$ cat src/rtl/spi_slave_in.sv
// SPI slave receiver: oversamples SCK/CS/MOSI on clk, shifts in
// LSB-first words and emits each completed word with a valid pulse.
module spi_slave_in #(
  parameter int BITS = 8
) (
  input  logic            clk,
  input  logic            reset,
  input  logic            sck,
  input  logic            cs,
  input  logic            mosi,
  output logic [BITS-1:0] out_buf,
  output logic            out_valid,
  output logic            frame_err,
  output logic            busy
);

  localparam int CW = $clog2(BITS);

  logic [2:0]      meta_q;
  logic [2:0]      sync_q;
  logic            sck_prev_q;
  logic            cs_prev_q;
  logic [CW-1:0]   cnt_q, cnt_d;
  logic [BITS-2:0] sh_q, sh_d;
  logic [BITS-1:0] buf_q, buf_d;
  logic            valid_q, valid_d;
  logic            ferr_q, ferr_d;

  logic            s_sck, s_cs, s_mosi;
  logic            rise, cs_rise;
  logic [BITS-1:0] word;

  assign s_sck  = sync_q[2];
  assign s_cs   = sync_q[1];
  assign s_mosi = sync_q[0];

  // CS gating uses the delayed copy so a last SCK rise
  // coincident with CS release is still captured.
  assign rise    = s_sck & ~sck_prev_q & ~cs_prev_q;
  assign cs_rise = s_cs & ~cs_prev_q;
  assign word    = {s_mosi, sh_q};

  always_comb begin
    cnt_d   = cnt_q;
    sh_d    = sh_q;
    buf_d   = buf_q;
    valid_d = 1'b0;
    ferr_d  = 1'b0;
    if (rise) begin
      sh_d = word[BITS-1:1];
      if (cnt_q == CW'(BITS - 1)) begin
        cnt_d   = '0;
        buf_d   = word;
        valid_d = 1'b1;
      end else begin
        cnt_d = cnt_q + CW'(1);
      end
    end
    if (cs_rise) begin
      ferr_d = (cnt_d != '0);
      cnt_d  = '0;
      sh_d   = '0;
    end
    if (cs_prev_q) begin
      cnt_d = '0;
      sh_d  = '0;
    end
  end

  always_ff @(posedge clk or negedge reset) begin
    if (!reset) begin
      meta_q     <= 3'b111;
      sync_q     <= 3'b111;
      sck_prev_q <= 1'b1;
      cs_prev_q  <= 1'b1;
      cnt_q      <= '0;
      sh_q       <= '0;
      buf_q      <= '0;
      valid_q    <= 1'b0;
      ferr_q     <= 1'b0;
    end else begin
      meta_q     <= {sck, cs, mosi};
      sync_q     <= meta_q;
      sck_prev_q <= s_sck;
      cs_prev_q  <= s_cs;
      cnt_q      <= cnt_d;
      sh_q       <= sh_d;
      buf_q      <= buf_d;
      valid_q    <= valid_d;
      ferr_q     <= ferr_d;
    end
  end

  assign out_buf   = buf_q;
  assign out_valid = valid_q;
  assign frame_err = ferr_q;
  assign busy      = ~s_cs;

endmodule

$ cat config.mk
export PLATFORM = sky130hd
export DESIGN_NAME = spi_slave_in
export DESIGN_NICKNAME = d
export VERILOG_FILES = /design/src/rtl/spi_slave_in.sv
export SDC_FILE = /design/constraint.sdc
export NUM_CORES = 1
export LEC_CHECK = 0
export ABC_AREA = 1
export BUFFER_PORTS_ARGS = -buffer_cell sky130_fd_sc_hd__buf_2
export CORE_ASPECT_RATIO = 0.9
export CORE_MARGIN = 2
export CORE_UTILIZATION = 40
export DETAILED_ROUTE_END_ITERATION = 10
export GPL_ROUTABILITY_DRIVEN = 1
export GPL_TIMING_DRIVEN = 0
export PLACE_DENSITY = 0.61
export SETUP_SLACK_MARGIN = 0.02
export SYNTH_ARGS = -nofsm -noshare
export SYNTH_HDL_FRONTEND = slang
export SYNTH_SLANG_ARGS = --single-unit
$ cat constraint.sdc
create_clock -name clk -period 1.2 [get_ports clk]
set_input_delay 0.18 -clock clk [delete_from_list [all_inputs] [get_ports clk]]
set_output_delay 0.18 -clock clk [all_outputs]
set_load 0.05 [all_outputs]
* Yosys cells after proc, flatten, opt, wreduce, memory -nomap -nowiden *
Cells that the tools add are included.

word-level totals
  register bits = 28
  output and inout port bits = 11

operators by class
  $add $sub $neg = 1
  equal/unequal tests = 1
  muxes and demuxes = 10
  bitwise operators = 6
  reductions and logical operators = 3

operator list
  kind                                                           count
  7-bit two-way mux                                              3
  3-bit two-way mux                                              4
  3-bit nonzero test                                             2
  3-bit by 1-bit adder with 3-bit output, second input constant  1
  1-bit AND                                                      3
  3-bit equality test, second input constant                     1
  1-bit two-way mux                                              3
  1-bit inverter                                                 3
  2-bit AND reduction                                            1

* Depth between registers and ports, before layout *
  word-level depth = 6
  depth in mapped cells = 9
  depth with buffers taken out = 9

* Worst setup path before layout *
Ideal clock, no wire load.

  path kind = reg-to-reg
  start = register cnt_q[0]
  end = register ferr_q, in the netlist frame_err
  library setup time = 113 ps
  arrival time = 1143 ps
  path slack = -56 ps
  cell stages (with the launch flop) = 9
  path buffers = 0
  period minus slack after synthesis = 1256 ps
  cells stage by stage = dfrtp_1 -> ha_1 -> ha_1 -> inv_1 -> nand3_1 -> nand2_1 -> nand3_1 -> nand2_1 -> inv_1

between the ends
  longest elaborated chain between the ends = 5
  elaborated cells on any way between the ends = 6
  those cells by class = add/sub (1); eq/ne (1); mux (3); reduce/logical (1)

ends and longest elaborated chain
  element                                                                               RTL line  text
  start: declaration                                                                    23        logic [CW-1:0] cnt_q, cnt_d;
  start signal: assignment                                                              86        cnt_q <= cnt_d;
  3-bit by 1-bit adder with 3-bit output / 3-bit equality test (equally long branches)  56, 51
  3-bit two-way mux                                                                     51        if (cnt_q == CW'(BITS - 1)) begin
  3-bit two-way mux (*)                                                                 49        if (rise) begin
  3-bit nonzero test (*)                                                                60        ferr_d = (cnt_d != '0);
  1-bit two-way mux (*)                                                                 59        if (cs_rise) begin
  net ferr_d                                                                            27        logic ferr_q, ferr_d;
  end signal: assignment                                                                90        ferr_q <= ferr_d;
  end: declaration                                                                      27

The timed path passes the listed nets; every way through them passes the cells marked *.
A chain may end at the register's enable or synchronous reset.

* Worst setup path in the final report *
  start = register sync_q[1]
  end = output port busy

between the ends
  longest elaborated chain between the ends = 1

ends and longest elaborated chain
  element                   RTL line  text
  start: declaration        20        logic [2:0] sync_q;
  start signal: assignment  83        sync_q <= meta_q;
  1-bit inverter            97        assign busy = ~s_cs;
  end: declaration          14        output logic busy

No other way between the ends.

==> metrics.md <==
| Metric | Value |
|---|---|
| Outcome | complete, but fails checks |
| Failing checks | setup timing |
| Crit share post-route | 1.062 |
| Unrepaired setup endpoints after global routing | yes |
| Final Cell Area | 1604 sq um |
| Clk pin slew, worst setup/hold paths | 140 ps |
| Primary FF master, synth | dfrtp_1 |
| Area taken by multi-input logic gates | 416.7 sq um |
| P&R area growth vs syn | 46.85% |
| Num CTS Buffers | 3 |
| Startpoint types | register |
| Reg2Reg Setup Slack | -50 ps |
| Final setup TNS | -386.1 ps |
| Fin util | 0.6337 |
| Via count | 774 |
| Int Pwr | 1368 uW |
| Area post-placement | 1217 sq um |
| Worst hold path type | in -> async |
| DR WL met3 | 77 um |
| N_diodes | 0 |
| Fmax | 784.7 MHz |
| Crit path required time | 1020 ps |
| Largest fanout on the critical path | 3 |
| Initial Util | 0.4315 |
| Final GP Congestion | 0.8119 |
| Largest net degree at the start of global routing | 29 |
| EDFF count, synth | 0 |
| Register area | 710.7 sq um |
| Area of the die | 3165 sq um |
| Routed WL | 1.867 mm |
| Max Slew Vio Count | 0 |
| Crit path time final | 1274 ps |
| Proportion of layout cells with a drive suffix above 1 | 0.5725 |
| Most area-consuming cells after synthesis | dfrtp_1 46%, dfstp_2 19%, inv_1 6.9% |
| Flop pwr share | 0.571 |
| Leakage | 0.0007873 uW |
| Clock group share of total power | 0.349 |
| Iteration-0 DRC Markers | 9 |
| Initial antenna violation count | 0 |
| Ys async rst share | 1.000 |
| Post-synthesis cell area | 1092 sq um |
| Combinational Power Share | 0.080 |
| Total power | 1729 uW |
| Fill cells | 189 |
| Synth top area share | 0.4582 |
| Yosys warns | 0 |
| Congestion Overflow GR | 0 |
| Via density | 4.663 |
| Syn nets | 108 |
| Peak VDD IR | 0.8388 mV |
| Number of cell rows | 17 |
| First-pass GRT wire length | 3.036 mm |
| Die width | 59.09 um |
| Netlist cell types | 17 |
| DRC | 0 |
| Chip height | 53.58 um |
| Setup violators final | 10 |
| Place WS | -74.69 ps |
| Clock tree from TritonCTS | done |
| CTS Buffer Depth | 2 |
| Top routing layer used | met4 |
| Worst-Margin Slew | 592.5 ps |
| Worst Skew | 2.299 ps |
| Rel. slew slack | 0.6050 |
| Synth cell count leaders | 20 x dfrtp_1, 20 x inv_1, 19 x nand2_1, 8 x dfstp_2, 8 x o21ai_2 |
| DPL Wire Length | 1.172 mm |
| H-tree Lvls | 1 |
| Max_cap viols | 0 |
| Sw frac | 0.2088 |
| Worst-Skew Late Latency | 320 ps |
| Post-route ant nets | 0 |
| Number of I/O pins | 16 |
| Syn_area_per_cell | 10.81 sq um |
| TritonRoute pass-1 iters | 4 |
| Worst Path Arrival | 1090 ps |
| Wirelength per Cell | 11.25 um |
| # nets final | 146 |
| Pwr dens | 1078 nW/um^2 |
| Port bufs | 15 |
| Post-Synthesis Cells | 101 |
| CTS sink cnt | 28 |
| WL met2 | 890 um |
| Final hold vios | 0 |
| Clock root cell | clkbuf_4 |
| Vias in the first global route | 738 |
| Setup WS post-layout | -74.35 ps |
| Core area | 2531 sq um |
| Total net switching power | 361.0 uW |
| Sequential fraction of the synthesis area | 0.6506 |
| CP Capture Type | output port |
| FF+latch count, synth | 28 |
| Critical path class | reg -> out |
| M1 WL | 883 um |
| Biggest area consumer among synthesized cells | dfrtp_1 |
| GRT Util Overall | 0.1324 |
==> flip-flops by register name, summed over array words and instances (netlist names) <==
| signal | cells |
|---|---|
| cnt_q | 3 |
| cs_prev_q | 1 |
| frame_err | 1 |
| meta_q | 3 |
| out_buf | 8 |
| out_valid | 1 |
| sck_prev_q | 1 |
| sh_q | 7 |
| sync_q | 3 |
==> cell families after synthesis <==
kind of cell / after synthesis / share of synthesized area
AND/OR/NAND/NOR: 32 / 0.1329
AO/OA/AOI/OAI: 17 / 0.1111
flip-flops: 28 / 0.6506
buffers and inverters: 22 / 0.08247
adder cells (fa/ha/maj): 2 / 0.02291
==> cell usage in the layout, fill, tap and decap left out, types with 3 or more instances in the layout <==
master / synthesis / layout
nand2_2: 1 / 6
nand2_1: 19 / 7
clkbuf_4: 0 / 4
o22ai_2: 0 / 4
nand2_4: 1 / 8
o21ai_2: 8 / 8
dfrtp_1: 20 / 20
buf_4: 0 / 15
inv_2: 1 / 3
buf_2: 0 / 6
buf_6: 1 / 4
dfstp_2: 8 / 8
dlygate4sd3_1: 0 / 4
inv_1: 20 / 18
nor2_1: 5 / 3
==> layout make-up <==
type	count	area share
tap	28	0.02184
clock buffer	3	0.01404
timing repair buffer	33	0.1841
sequential	28	0.4431
inverter	21	0.04914
clock inverter	1	0.01872
buffer	1	0.009360
multi-input combinational	51	0.2598
==> stage by stage <==
step	hold WS, ps	std cells
global placement	220.7	144
floorplan	-115.6	101
global route	372.1	166
CTS	367.2	158
detailed placement	219.5	144
finish	366.2	166
==> power by group through the flow <==
| stage | sequential (uW) | clock [uW] | combinational [uW] |
|---|---|---|---|
| after floorplan | 1010 | 0 | 46.6 |
| after global placement | 1000 | 0 | 88.7 |
| after detailed placement | 1000 | 0 | 89.4 |
| after CTS | 988 | 620 | 118 |
| after global routing | 990 | 669 | 154 |
| final | 987 | 604 | 139 |
==> critical path, cell delays in order, from the launching register on <==
cell	delay [ps]
dfstp_2	560
inv_2	60
buf_8	150
==> layer usage <==
layer	global-route usage	vias to the layer above
met5	0	-
met4	0.03409	0
met3	0.04327	2
met2	0.2296	16
met1	0.1602	367
li1	-	389
==> final timing paths <==
kind | startpoint | endpoint | cells after the start
worst min-delay path | reset | out_buf[6] | 2
min in group clk | meta_q[2] | sync_q[2] | 0
worst min register to register | meta_q[2] | sync_q[2] | 0
max in group asynchronous | reset | cnt_q[2] | 2
worst max-delay path | sync_q[1] | busy | 2
worst max register to register | cnt_q[0] | frame_err | 9
==> what timing repair did <==
| action | CTS | global route |
|---|---|---|
| buffers inserted | 6 | 7 |
| pin swaps | 6 | 6 |
| endpoints found under the setup margin | 13 | 27 |
| resized for setup | 23 | 28 |
| hold buffers | 4 | 0 |
| cloned | 0 | 1 |
| hold endpoints to repair | 23 | 0 |
Power figures use the tool's default switching activity.
